**src/rtl/ascii_ctrl_pkg.sv**
```systemverilog
// Shared types and constant tables for the ASCII-art filter run-time controller.
package ascii_ctrl_pkg;

   typedef enum logic [1:0] {
      PASS  = 2'd0,
      ASCII = 2'd1,
      DEMO  = 2'd2
   } mode_t;

   typedef struct packed {
      logic [3:0] r;
      logic [3:0] g;
      logic [3:0] b;
   } rgb444_t;

   // Palette index: 0 green, 1 amber, 2 mono, 3 cyan.
   localparam rgb444_t PALETTE_FG [0:3] = '{
      '{4'h0, 4'hF, 4'h0},
      '{4'hF, 4'hA, 4'h0},
      '{4'hF, 4'hF, 4'hF},
      '{4'h0, 4'hF, 4'hF}
   };

   localparam rgb444_t PALETTE_BG [0:3] = '{
      '{4'h0, 4'h1, 4'h0},
      '{4'h1, 4'h1, 4'h0},
      '{4'h0, 4'h0, 4'h0},
      '{4'h0, 4'h1, 4'h1}
   };

   // Mode sequence PASS -> ASCII -> DEMO -> PASS.
   function automatic mode_t mode_succ(input mode_t m);
      case (m)
         PASS:    return ASCII;
         ASCII:   return DEMO;
         default: return PASS;
      endcase
   endfunction

endpackage

```
**src/rtl/button_debounce.sv**
```systemverilog
// Button conditioner: 2-FF synchroniser, stability counter and single-cycle press pulse.
// The press pulse is asserted in the cycle in which the stable level is about to flip 0->1.
module button_debounce
   import ascii_ctrl_pkg::*;
#(
   parameter int DEBOUNCE_CYCLES = 250_000
) (
   input  logic clk,
   input  logic reset,
   input  logic btn_raw,
   output logic press
);

   localparam int CW = $clog2(DEBOUNCE_CYCLES + 1);

   logic          sync1_q, sync1_d;
   logic          sync2_q, sync2_d;
   logic          stable_q, stable_d;
   logic [CW-1:0] cnt_q, cnt_d;
   logic          flip;

   // Counter runs only while the synchronised level differs from the stable level;
   // any return to the stable level restarts it.
   always_comb begin
      sync1_d  = btn_raw;
      sync2_d  = sync1_q;
      stable_d = stable_q;
      cnt_d    = '0;
      flip     = 1'b0;
      if (sync2_q != stable_q) begin
         if (cnt_q == CW'(DEBOUNCE_CYCLES - 1)) begin
            flip     = 1'b1;
            stable_d = sync2_q;
         end else begin
            cnt_d = cnt_q + CW'(1);
         end
      end
      press = flip & sync2_q;
   end

   // Synchroniser and stable level reset to "pressed" so a button held through reset
   // must be released before it can produce a press.
   always_ff @(posedge clk or posedge reset) begin
      if (reset) begin
         sync1_q  <= 1'b1;
         sync2_q  <= 1'b1;
         stable_q <= 1'b1;
         cnt_q    <= '0;
      end else begin
         sync1_q  <= sync1_d;
         sync2_q  <= sync2_d;
         stable_q <= stable_d;
         cnt_q    <= cnt_d;
      end
   end

endmodule

```
**src/rtl/ascii_filter_ctrl.sv**
```systemverilog
// Run-time controller for the ASCII-art video filter: debounced mode/palette buttons,
// changes held pending and committed only on frame_start, DEMO-mode palette auto-step.
module ascii_filter_ctrl
   import ascii_ctrl_pkg::*;
#(
   parameter int DEBOUNCE_CYCLES = 250_000,
   parameter int AUTO_FRAMES     = 60
) (
   input  logic       clk,
   input  logic       reset,
   input  logic       btn_mode,
   input  logic       btn_color,
   input  logic       frame_start,
   output logic [1:0] mode,
   output logic       filter_en,
   output logic [3:0] fg_r,
   output logic [3:0] fg_g,
   output logic [3:0] fg_b,
   output logic [3:0] bg_r,
   output logic [3:0] bg_g,
   output logic [3:0] bg_b,
   output logic       pending
);

   localparam int FCW = $clog2(AUTO_FRAMES + 1);

   logic           mode_press, color_press;
   mode_t          mode_q, mode_d;
   mode_t          mode_next_q, mode_next_d;
   logic           mode_pend_q, mode_pend_d;
   logic [1:0]     pal_q, pal_d;
   logic [1:0]     pal_next_q, pal_next_d;
   logic           pal_pend_q, pal_pend_d;
   logic [FCW-1:0] frame_cnt_q, frame_cnt_d;
   mode_t          eff_mode;

   button_debounce #(.DEBOUNCE_CYCLES(DEBOUNCE_CYCLES)) u_db_mode (
      .clk     (clk),
      .reset   (reset),
      .btn_raw (btn_mode),
      .press   (mode_press)
   );

   button_debounce #(.DEBOUNCE_CYCLES(DEBOUNCE_CYCLES)) u_db_color (
      .clk     (clk),
      .reset   (reset),
      .btn_raw (btn_color),
      .press   (color_press)
   );

   // Next-state: latch at most one pending step per setting, commit everything on frame_start.
   always_comb begin
      mode_d      = mode_q;
      mode_next_d = mode_next_q;
      mode_pend_d = mode_pend_q;
      pal_d       = pal_q;
      pal_next_d  = pal_next_q;
      pal_pend_d  = pal_pend_q;
      frame_cnt_d = frame_cnt_q;
      eff_mode    = mode_pend_q ? mode_next_q : mode_q;

      if (mode_press && !mode_pend_q) begin
         mode_next_d = mode_succ(mode_q);
         mode_pend_d = 1'b1;
      end
      if (color_press && !pal_pend_q && (eff_mode != PASS)) begin
         pal_next_d = pal_q + 2'd1;
         pal_pend_d = 1'b1;
      end

      if (frame_start) begin
         if (mode_pend_d) mode_d = mode_next_d;
         if (pal_pend_d)  pal_d  = pal_next_d;
         // A manual palette commit in DEMO takes precedence over the auto-step.
         if (mode_d != mode_q) begin
            frame_cnt_d = '0;
         end else if (mode_q == DEMO) begin
            if (pal_pend_d) begin
               frame_cnt_d = '0;
            end else if (frame_cnt_q == FCW'(AUTO_FRAMES - 1)) begin
               pal_d       = pal_q + 2'd1;
               frame_cnt_d = '0;
            end else begin
               frame_cnt_d = frame_cnt_q + FCW'(1);
            end
         end
         mode_pend_d = 1'b0;
         pal_pend_d  = 1'b0;
      end
   end

   // State register: committed mode is the FSM state, the rest is pending/palette bookkeeping.
   always_ff @(posedge clk or posedge reset) begin
      if (reset) begin
         mode_q      <= PASS;
         mode_next_q <= PASS;
         mode_pend_q <= 1'b0;
         pal_q       <= 2'd0;
         pal_next_q  <= 2'd0;
         pal_pend_q  <= 1'b0;
         frame_cnt_q <= '0;
      end else begin
         mode_q      <= mode_d;
         mode_next_q <= mode_next_d;
         mode_pend_q <= mode_pend_d;
         pal_q       <= pal_d;
         pal_next_q  <= pal_next_d;
         pal_pend_q  <= pal_pend_d;
         frame_cnt_q <= frame_cnt_d;
      end
   end

   // Outputs are plain decodes of the registered state.
   always_comb begin
      mode      = mode_q;
      filter_en = (mode_q != PASS);
      fg_r      = PALETTE_FG[pal_q].r;
      fg_g      = PALETTE_FG[pal_q].g;
      fg_b      = PALETTE_FG[pal_q].b;
      bg_r      = PALETTE_BG[pal_q].r;
      bg_g      = PALETTE_BG[pal_q].g;
      bg_b      = PALETTE_BG[pal_q].b;
      pending   = mode_pend_q | pal_pend_q;
   end

endmodule

```
**config.mk**
```make
export PLATFORM = sky130hd
export DESIGN_NAME = ascii_filter_ctrl
export DESIGN_NICKNAME = d
export VERILOG_FILES = /design/src/rtl/ascii_ctrl_pkg.sv /design/src/rtl/button_debounce.sv /design/src/rtl/ascii_filter_ctrl.sv
export SDC_FILE = /design/constraint.sdc
export NUM_CORES = 1
export LEC_CHECK = 0
export CORE_MARGIN = 3
export CORE_UTILIZATION = 25
export DETAILED_ROUTE_END_ITERATION = 6
export DONT_BUFFER_PORTS = 1
export MAX_ROUTING_LAYER = met4
export SYNTH_ARGS = -nofsm -noshare
export SYNTH_HDL_FRONTEND = slang
export SYNTH_SLANG_ARGS = --single-unit
```
**constraint.sdc**
```tcl
create_clock -name clk -period 2.3 [get_ports clk]
set_clock_uncertainty 0.05 [all_clocks]
set_input_delay 0.575 -clock clk [delete_from_list [all_inputs] [get_ports clk]]
set_output_delay 0.575 -clock clk [all_outputs]
set_load 0.01 [all_outputs]
```
==> impl_metrics.py <==
metrics = {
    "synth": {
        "synthFlopType": "dfrtp_1",
        "yosysTopAreaCell": "dfrtp_1",
        "syn-cell-area_mm2": 0.003067,
        "synth_area_per_cell_um2": 9.798,
        "async_flop_share_pct": 100.0,
        "synthTopCellsByArea": "dfrtp_1 (42%), nor2_1 (6.4%), xnor2_1 (5.4%), dfstp_2 (5.1%), buf_4 (4.7%)",
        "ys_types": 49,
        "synth_edf_count": 0,
        "synth_top_area_share_pct": 42.43,
        "yosys_register_bits": 58,
        "syn_inst": 313,
        "ys_warn_count": 0,
        "synth-seq-area-share_pct": 47.57,
    },
    "global_routing": {
        "grtUsageTotal_pct": 9.670,
        "grt_antenna_before_repair": 0,
        "grt_pass1_wl_mm": 9.991,
        "overflow": 0,
        "grt_max_degree": 59,
        "grt_pass1_vias": 2099,
    },
    "timing": {
        "final-hold-violation-count": 0,
        "fin_tns_setup_ns": 0,
        "period_minus_slack_ns": 2.140,
        "setup_violations": 0,
        "holdWs_ns": 0.1569,
        "slew_headroom_pct": 60.20,
        "min_period_over_period_pct": 93.03,
        "rsz0062_at_grt": "no",
        "slew_viol_final": 0,
        "max_freq_mhz": 467.3,
        "worst_pin_slew_ns": 0.5908,
    },
    "clock_tree": {
        "hold_buffers": 0,
        "clock_sinks": 58,
        "clkTransAtPathRegs_ns": 0.05,
        "cts_buffers": 9,
        "htreeDepth": 3,
        "clk_path_buf_depth": 2,
        "cts-root-buf": "clkbuf_16",
        "cts_tree": "built",
        "clock_latency_ns": 0.32,
        "post-cts-setup-buffer-count": 0,
    },
    "power_and_ir_drop": {
        "irDropWorstVdd_mv": 0.3411,
        "intPower_mw": 1.845,
        "switchingPower_mw": 0.5278,
        "switching_share_pct": 22.25,
        "power_leakage_nw": 1.496,
        "p_comb_share_pct": 5.0,
        "pwr-share-seq_pct": 44.5,
        "power_frac_clock_pct": 50.6,
        "power_density_mw_per_mm2": 685.7,
    },
    "critical_path": {
        "reg2reg_slack_ns": 0.16,
        "critical_path.startpoint": "u_db_color.cnt_q[9]",
        "end_kind": "flop",
        "cp_max_fo": 8,
        "reg2reg_depth": 6,
        "rr_endpoint": "frame_cnt_q[4]",
        "path_class": "reg2reg",
        "arrival_ns": 2.29,
        "r2r-start": "u_db_color.cnt_q[9]",
        "cp.required_ns": 2.46,
        "cp-start-kind": "flop",
        "worstSetupEndpoint": "frame_cnt_q[4]",
    },
    "layout": {
        "finish.net_count": 328,
        "area_growth_pct": 12.81,
        "antennaDiodeCount": 0,
        "drive_gt1_share_pct": 15.31,
    },
    "hold_path": {
        "min_path_type": "in2async",
    },
    "detailed_routing": {
        "vias_per_cell": 4.521,
        "wirelength_mm": 5.637,
        "drc_errors": 0,
        "ant_nets": 0,
        "detailedRoute.firstPassIterationCount": 4,
        "drt_iter0_drc": 183,
        "dr_total_vias": 2093,
        "drt-wirelength-per-cell_um": 12.17,
    },
    "place": {
        "io_buffer_count": 0,
        "dp_hpwl_mm": 3.865,
        "routabilityCongestion": 0.7832,
    },
    "floorplan": {
        "die_area_mm2": 0.01363,
        "start_util_pct": 26.19,
        "die_y_um": 116.8,
        "die-width_um": 116.8,
        "core_mm2": 0.01171,
        "ios": 33,
        "row_count": 39,
    },
    "run_status": {
        "outcome": "complete, no violations",
    },
    "job": {
        "drv_cap": 0,
    },
}
-- sequential cells by signal, summed over array words and instances, names as in the netlist --
name and count:
mode_next_q 2, u_db_mode.stable_q 1, pal_next_q 2, pal_q 2
frame_cnt_q 6, u_db_color.cnt_q 18, u_db_color.stable_q 1, u_db_mode.sync2_q 1
u_db_color.sync2_q 1, u_db_color.sync1_q 1, mode_pend_q 1, u_db_mode.cnt_q 18
pal_pend_q 1, u_db_mode.sync1_q 1, mode 2
-- repair_timing --
action,in CTS,in global routing
hold endpoints to repair,0,0
gates resized for setup,0,3
setup endpoints to repair,0,2
-- routing by layer --
metal  routed length (µm)  GRT usage, %
met3                  319         3.990
met1                 2858         12.21
met5                    0             -
met2                 2334         13.12
met4                  125         5.046
-- Yosys cell counts, types with 2 or more instances --
cell / count
nor2_1: 52
dfstp_2: 6
o21ai_0: 11
nand2_1: 17
nor3_1: 3
mux2_2: 7
o31ai_1: 2
a21o_1: 3
dfrtp_1: 52
conb_1: 2
nand4_1: 8
a21oi_1: 8
nor2b_1: 5
o211ai_1: 2
buf_2: 3
nand2b_1: 5
xnor2_1: 19
o22ai_1: 2
ha_1: 7
a22o_1: 3
xor2_1: 11
or3_1: 2
nand3_1: 21
and3_1: 6
buf_4: 19
inv_1: 12
clkbuf_1: 2
or2_2: 2
-- final cells by class --
cell class | instances | area [µm²]
clock buffers | 12 | 256.5
clock inverters | 3 | 15.01
fillers | 1196 | 8252
inverters | 12 | 45.04
multi-input cells | 227 | 1433
flip-flops and latches | 58 | 1459
well taps | 143 | 178.9
repair buffers | 8 | 72.57
-- cells by family after synthesis --
logic type	count (synthesis)	share of synthesized area, %
compound gates	35	7.221
other cells	2	0.2449
flops	58	47.57
fa+ha+maj	7	2.856
simple gates	136	23.42
xor+xnor	30	8.568
buf+inv	37	7.221
mux	8	2.897
-- power groups by stage --
stage	Sequential, mW	Clock [mW]	Combinational [mW]
2_1_floorplan	1.07	0	0.136
3_3_place_gp	1.07	0	0.119
3_5_place_dp	1.07	0	0.121
4_1_cts	1.05	1.24	0.121
5_1_grt	1.06	1.30	0.140
6_report	1.05	1.20	0.118
-- placed cells by master (no fill, tap or decap), drive strengths merged, types with 3 or more instances in the layout --
master and count:
ha 7, inv 12, and3 6, mux2 7, nand2 17, conb 11, xor2 11, a21o 3
xnor2 19, buf 8, nand3 21, clkinv 3, clkbuf 12, dfstp 6, dfrtp 52, nor2 52
nand2b 5, a21oi 8, o21ai 12, nand4 8, nor3 4, a22o 3, nor2b 5
-- metrics by stage --
| stage | instances | setup WS, ns | total power, mW | cell area [µm²] | utilization (%) |
|---|---|---|---|---|---|
| 2_1_floorplan | 322 | 0.2541 | 1.208 | 3100 | - |
| 3_3_place_gp | 448 | 0.2003 | 1.189 | 3176 | 27.12 |
| 3_5_place_dp | 448 | 0.1442 | 1.192 | 3176 | 27.12 |
| 4_1_cts | 463 | 0.1343 | 2.420 | 3447 | 29.43 |
| 5_1_grt | 463 | 0.06430 | 2.498 | 3460 | 29.54 |
| 6_report | 463 | 0.1602 | 2.372 | 3460 | 29.54 |
-- worst max-delay path, stage by stage (launching register included) --
cell     delay, ns
dfrtp_1       0.42
or4_4         0.57
nor3_4        0.15
a31oi_2       0.17
and4b_2       0.33
a21o_1        0.17
a22o_1        0.17
-- worst min-delay path by stage --
stage	endpoint	start	slack, ns
6_report	u_db_mode.cnt_q[3]	reset	0.16
5_1_grt	mode_next_q[1]	reset	0.18
4_1_cts	u_db_color.cnt_q[3]	reset	0.16
3_5_place_dp	u_db_color.sync2_q	u_db_color.sync1_q	0.30
3_3_place_gp	u_db_color.sync2_q	u_db_color.sync1_q	0.30
2_1_floorplan	u_db_color.sync2_q	u_db_color.sync1_q	0.30
No activity file was read; power rests on OpenSTA's default activity.
